**src/rtl/entry_fd.sv**
```systemverilog
// One MMCAM matching entry: holds a waiting token key and pulses FIRE when its partner arrives.
// VALID/FIRE are registered one CP edge after the EN sample; no backpressure, since ignored tokens are simply dropped.
module entry_fd #(
  parameter int COLOR_W = 6,
  parameter int GEN_W   = 6,
  parameter int DEST_W  = 6
) (
  input  logic                             CP,
  input  logic                             MR,
  input  logic                             EN,
  input  logic [COLOR_W+GEN_W+DEST_W:0]    COLOR_GEN_DEST_LR,
  output logic                             VALID,
  output logic                             FIRE
);

  localparam int KEY_W = COLOR_W + GEN_W + DEST_W;

  typedef enum logic {
    EMPTY   = 1'b0,
    WAITING = 1'b1
  } state_t;

  state_t             state, state_nxt;
  logic [KEY_W-1:0]   key, key_nxt;
  logic               side, side_nxt;
  logic               fire, fire_nxt;
  logic [KEY_W-1:0]   tok_key;
  logic               tok_side;
  logic               match;

  assign tok_key  = COLOR_GEN_DEST_LR[KEY_W:1];
  assign tok_side = COLOR_GEN_DEST_LR[0];
  assign match    = (state == WAITING) && (tok_key == key) && (tok_side != side);

  always_ff @(posedge CP or negedge MR) begin
    if (!MR) begin
      state <= EMPTY;
      key   <= '0;
      side  <= 1'b0;
      fire  <= 1'b0;
    end else begin
      state <= state_nxt;
      key   <= key_nxt;
      side  <= side_nxt;
      fire  <= fire_nxt;
    end
  end

  // Duplicates and foreign keys fall through with state held and FIRE low.
  always_comb begin
    state_nxt = state;
    key_nxt   = key;
    side_nxt  = side;
    fire_nxt  = 1'b0;
    if (EN) begin
      case (state)
        EMPTY: begin
          key_nxt   = tok_key;
          side_nxt  = tok_side;
          state_nxt = WAITING;
        end
        WAITING: begin
          if (match) begin
            fire_nxt  = 1'b1;
            state_nxt = EMPTY;
          end
        end
        default: state_nxt = EMPTY;
      endcase
    end
  end

  assign VALID = (state == WAITING);
  assign FIRE  = fire;

endmodule

```
**config.mk**
```make
export PLATFORM = sky130hd
export DESIGN_NAME = entry_fd
export DESIGN_NICKNAME = d
export VERILOG_FILES = /design/src/rtl/entry_fd.sv
export SDC_FILE = /design/constraint.sdc
export NUM_CORES = 1
export LEC_CHECK = 0
export ABC_AREA = 1
export CAP_MARGIN = 20
export CORE_MARGIN = 2
export CORE_UTILIZATION = 40
export CTS_CLUSTER_SIZE = 12
export DETAILED_ROUTE_END_ITERATION = 6
export GPL_ROUTABILITY_DRIVEN = 0
export PLACE_DENSITY = 0.65
export SLEW_MARGIN = 10
export SYNTH_ARGS = -nofsm -noshare
export SYNTH_HDL_FRONTEND = slang
export SYNTH_SLANG_ARGS = --single-unit
```
**constraint.sdc**
```tcl
create_clock -name CP -period 2.27 [get_ports CP]
set_input_delay 0.3405 -clock CP [delete_from_list [all_inputs] [get_ports CP]]
set_output_delay 0.3405 -clock CP [all_outputs]
set_load 0.02 [all_outputs]
```
==> results of run 1 <==
sequential cells by signal (all words and copies together) (netlist names):
signal,flops
key,18
VALID,1
FIRE,1
side,1
metrics by stage:
stage / cells / total power [W] / instance area [µm²] / utilization (%) / setup slack, ns
2_1_floorplan: 170 / 0.000508 / 1150 / - / 1.15
3_3_place_gp: 223 / 0.000570 / 1420 / 51.9 / 0.654
3_5_place_dp: 223 / 0.000576 / 1420 / 51.9 / 0.620
4_1_cts: 227 / 0.000763 / 1440 / 52.8 / 0.592
5_1_grt: 227 / 0.000801 / 1440 / 52.8 / 0.552
6_report: 227 / 0.000747 / 1440 / 52.8 / 0.609
kinds of logic after synthesis:
family / share of synthesized area (%)
XOR/XNOR: 0.763
buffers and inverters: 14.4
multiplexers: 0.980
AND/OR/NAND/NOR: 29.5
flip-flops: 45.8
AO/OA/AOI/OAI: 8.61
area by class of cell:
| cell class | count | area, µm² |
|---|---|---|
| clock buffer | 4 | 26.3 |
| fill | 277 | 1290 |
| inverter | 40 | 150 |
| multi-input combinational | 106 | 458 |
| sequential | 21 | 526 |
| tap | 31 | 38.8 |
| timing repair buffer | 25 | 245 |
layer usage:
layer | wire length (µm) | track usage [%]
met1 | 993 | 17.9
met4 | 12 | 5.98
met5 | 0 | 0
met2 | 1020 | 23.2
met3 | 99 | 2.04
power by group through the flow:
stage                     clock network, W  registers, W   logic, W
after floorplan                          0      0.000428  0.0000798
after CTS                         0.000194      0.000427   0.000143
after global routing              0.000209      0.000431   0.000161
final                             0.000181      0.000426   0.000140
after detailed placement                 0      0.000434   0.000142
after global placement                   0      0.000432   0.000138
placed cells by master (no fill, tap or decap), drive strengths merged:
cell / instances
a21oi: 1
buf: 2
clkbuf: 4
clkdlybuf4s50: 23
dfrtp: 21
inv: 40
mux2: 1
nand2: 70
nand3: 2
nand4: 3
nor2: 8
o21ai: 18
or2: 2
xnor2: 1
worst max path at each step:
| stage | start | end | cells past startpoint |
|---|---|---|---|
| 6_report | VALID$_DFFE_PN0P_ | VALID | 1 |
| 3_3_place_gp | EN | key[16]$_DFFE_PN0P_ | 5 |
| 5_1_grt | VALID$_DFFE_PN0P_ | VALID | 1 |
| 4_1_cts | VALID$_DFFE_PN0P_ | VALID | 1 |
| 2_1_floorplan | VALID$_DFFE_PN0P_ | key[11]$_DFFE_PN0P_ | 3 |
| 3_5_place_dp | EN | key[5]$_DFFE_PN0P_ | 5 |
==> results.json, run 1 <==
{
  "status": "finished, final reports clean",
  "p_leak_nw": 0.778,
  "die_y_um": 57.6,
  "reg2reg_from": "VALID$_DFFE_PN0P_",
  "p_sw_share_pct": 27.0,
  "crit-reg2reg-capture": "key[16]$_DFFE_PN0P_",
  "clkSinkCount": 21,
  "vias": 1013,
  "ys.flop_type": "dfrtp_1",
  "worst-setup-path-type": "register to output pin",
  "dr.pass1.iters": 4,
  "cts-resized-gates": 0,
  "ys_seq_area_share_pct": 45.8,
  "netlist_area_mm2": 0.00115,
  "clkPwrFrac_pct": 24.2,
  "timing.critical_path.buf_inv": 1,
  "grt_setup_unrepaired": "no",
  "antenna_left": 0,
  "yosysTopAreaCell": "dfrtp_1",
  "grt_pass1_wl_um": 3570,
  "yosys_warnings": 0,
  "slew_violations": 0,
  "ys_seq_elements": 21,
  "synth_cells": 170,
  "synth_commonest_cells": "nand2_1, inv_1, dfrtp_1, o21ai_0, nor2_1",
  "synth_edf_count": 0,
  "power_frac_comb_pct": 18.7,
  "num_io_pins": 24,
  "irDropWorstVdd_mv": 0.274,
  "die_x_um": 57.6,
  "drtIter0Drc": 26,
  "worstMarginPinSlew_ns": 0.366,
  "fmax_mhz": 602,
  "clk_pin_slew_ns": 0.12,
  "routedWlPerCell_um": 9.36,
  "cts_tree": "done",
  "area_delta_synth_final_pct": 25.7,
  "maxCapViolations": 0,
  "grt_pass1_vias": 901,
  "drc": 0,
  "setup_violations": 0,
  "cts_max_level": 1,
  "p_int_w": 0.000546,
  "yosysTopAreaCellShare_pct": 45.8,
  "hold_path.class": "input port to async pin",
  "cp_cell_sequence": "clkdlybuf4s50_1",
  "drive_above_1_share_pct": 4.59,
  "syn-num-nets": 192,
  "initial_core_util_pct": 42.0,
  "nNetsFinal": 219,
  "portBuffers": 23,
  "r2r_slack_ns": 1.02,
  "root_buffer": "clkbuf_4",
  "rows": 19,
  "start_kind": "register",
  "cts_hold_buf": 0,
  "synthTopCellsByArea": "dfrtp_1, nand2_1, inv_1",
  "slew_headroom_pct": 75.5,
  "antennaDiodeCount": 0,
  "die-area_mm2": 0.00332,
  "cp.required_ns": 1.93,
  "ff2ff_path_depth": 5,
  "clk_latency_ns": 0.30,
  "cp_slowest_cell": "clkdlybuf4s50_1",
  "hold_violations": 0,
  "critPathMaxStageDelay_ns": 0.62,
  "avgSynthCellArea_um2": 6.76,
  "drt-total-wl_um": 2120,
  "crit_path_end_kind": "output pin",
  "skew_ns": 0.00431,
  "core_mm2": 0.00273,
  "holdWs_ns": 0.362,
  "place_hpwl_um": 1670,
  "min_period_ns": 1.66,
  "grt_max_degree": 25,
  "grt_usage_pct": 13.9,
  "antenna_found_initial": 0,
  "yosysMostFrequentCell": "nand2_1",
  "cp_data_arrival_time_ns": 1.32,
  "tns_ns": 0,
  "cts.path.max_buffers": 2,
  "async_flop_share_pct": 100,
  "grt_overflow": 0,
  "cp_top_family": "buffers and inverters",
  "power_per_cell_area_mw_per_mm2": 517,
  "cp_max_fo": 4,
  "cts_buffers": 3,
  "min_period_over_period_pct": 73.2,
  "p_switching_w": 0.000201,
  "synth_cell_types": 14,
  "seqPwrFrac_pct": 57.1,
  "postCtsSetupRepairBufs": 0,
  "viasPerCell": 4.46
}
(Power assumes the default switching activity.)
==> run 2: changes to the inputs <==
==> constraint.sdc (replaced) <==
create_clock -name CP -period 1.6 [get_ports CP]
set_input_delay 0.24 -clock CP [delete_from_list [all_inputs] [get_ports CP]]
set_output_delay 0.24 -clock CP [all_outputs]
set_load 0.02 [all_outputs]
==> results.json, run 2 (synthesis results as in run 1) <==
{
  "worst-setup-path-type": "register to output pin",
  "vias": 1015,
  "root_buffer": "clkbuf_4",
  "crit_path_end_kind": "output pin",
  "cp_cell_sequence": "clkdlybuf4s50_1",
  "maxCapViolations": 0,
  "cp_top_family": "buffers and inverters",
  "drt-total-wl_um": 2140,
  "hold_path.class": "input port to async pin",
  "nNetsFinal": 220,
  "cts_buffers": 3,
  "grt_overflow": 0,
  "power_per_cell_area_mw_per_mm2": 731,
  "tns_ns": 0,
  "irDropWorstVdd_mv": 0.442,
  "status": "finished, final reports clean",
  "die-area_mm2": 0.00332,
  "core_mm2": 0.00273,
  "crit_cells": 1,
  "crit-reg2reg-capture": "VALID$_DFFE_PN0P_",
  "antenna_left": 0,
  "grt_max_degree": 22,
  "cp_data_arrival_time_ns": 1.27,
  "cts_max_level": 1,
  "fmax_mhz": 662,
  "die_x_um": 57.6,
  "drtIter0Drc": 35,
  "critical_path.endpoint": "FIRE",
  "clkSinkCount": 21,
  "postLayoutCoreUtil_pct": 53.1,
  "place_area_mm2": 0.00143,
  "skew_ns": 0.00305,
  "clk_pin_slew_ns": 0.12,
  "r2r_slack_ns": 0.51,
  "antenna_found_initial": 0,
  "holdWs_ns": 0.263,
  "worstMarginPinSlew_ns": 0.281,
  "cp_max_fo": 1,
  "antennaDiodeCount": 0,
  "layout_commonest_cell": "nand2_1",
  "slew_headroom_pct": 81.3,
  "ff2ff_path_depth": 6,
  "drc": 0,
  "grt_pass1_wl_um": 3760,
  "num_io_pins": 24,
  "postCtsSetupRepairBufs": 0,
  "final_cell_mix": "nand2_1, inv_1, clkdlybuf4s50_1",
  "top_register": "key",
  "drive_above_1_share_pct": 5.58,
  "reg2reg_from": "key[11]$_DFFE_PN0P_",
  "rows": 19,
  "cp.required_ns": 1.36,
  "timing.critical_path.buf_inv": 1,
  "largest_register_ff_count": 18,
  "start_kind": "register",
  "slew_violations": 0,
  "cp_slowest_cell": "clkdlybuf4s50_1",
  "initial_core_util_pct": 42.0,
  "area_delta_synth_final_pct": 26.4,
  "critPathMaxStageDelay_ns": 0.60,
  "hold_violations": 0,
  "cts_tree": "done",
  "cts.path.max_buffers": 2,
  "dr.pass1.iters": 4,
  "grt_setup_unrepaired": "no",
  "instances_no_fill": 228,
  "clk_latency_ns": 0.30,
  "min_period_over_period_pct": 94.4,
  "startpoint": "FIRE$_DFF_PN0_",
  "routedWlPerCell_um": 9.40,
  "die_y_um": 57.6,
  "grt_usage_pct": 14.5,
  "place_hpwl_um": 1610,
  "setup_violations": 0,
  "p_leak_nw": 0.783,
  "grt_pass1_vias": 946,
  "dp_cells": 224,
  "cts_hold_buf": 0,
  "portBuffers": 23,
  "final_area_mm2": 0.00145,
  "viasPerCell": 4.45,
  "min_period_ns": 1.51
}
## run 2: cell types whose count changed in the layout (fill, tap and decap cells not counted)
cell and delta:
clkinv_2 +1, clkdlybuf4s50_1 -1, clkbuf_1 -1, dlygate4sd2_1 +1, buf_4 +1
## run 2: what timing repair did
action / 4_1_cts / 5_1_grt
gates resized for setup: 1 / 0
setup endpoints to repair: 1 / 0
hold endpoints to repair: 0 / 0
## run 2: worst min-delay path by stage
stage / to / slack (ns) / cells past startpoint
after CTS: key[8]$_DFFE_PN0P_ / 0.26 / 2
after global placement: key[13]$_DFFE_PN0P_ / 0.49 / 2
after global routing: key[8]$_DFFE_PN0P_ / 0.26 / 2
after floorplan: FIRE$_DFF_PN0_ / -0.06 / 0
final: key[8]$_DFFE_PN0P_ / 0.26 / 2
after detailed placement: key[14]$_DFFE_PN0P_ / 0.50 / 2
## run 2: where the power goes
part | internal (W) | switching (W) | total, W
Sequential | 0.000573 | 0.0000314 | 0.000604
Clock | 0.0000931 | 0.000165 | 0.000258
Combinational | 0.000104 | 0.0000939 | 0.000198
## run 2: cell type report
type | count | area [µm²]
multi-input cells | 106 | 458
well taps | 31 | 38.8
fillers | 271 | 1280
clock inverters | 1 | 5.00
repair buffers | 26 | 251
flip-flops and latches | 21 | 526
inverters | 40 | 150
clock buffers | 3 | 22.5
## run 2: per-stage QoR
stage | worst slack, ns | power (W)
6_report | 0.0895 | 0.00106
4_1_cts | 0.0642 | 0.00108
3_3_place_gp | 0.142 | 0.000808
2_1_floorplan | 0.478 | 0.000721
3_5_place_dp | 0.133 | 0.000815
5_1_grt | 0.0283 | 0.00114
## run 2: routing by layer
layer  track usage [%]  up-vias  routed length [µm]
li1                  -      549                   -
met1              18.4      449                1040
met2              24.5       15                1000
met3              2.27        2                  92
met4              5.98        0                  10
met5                 0        -                   0
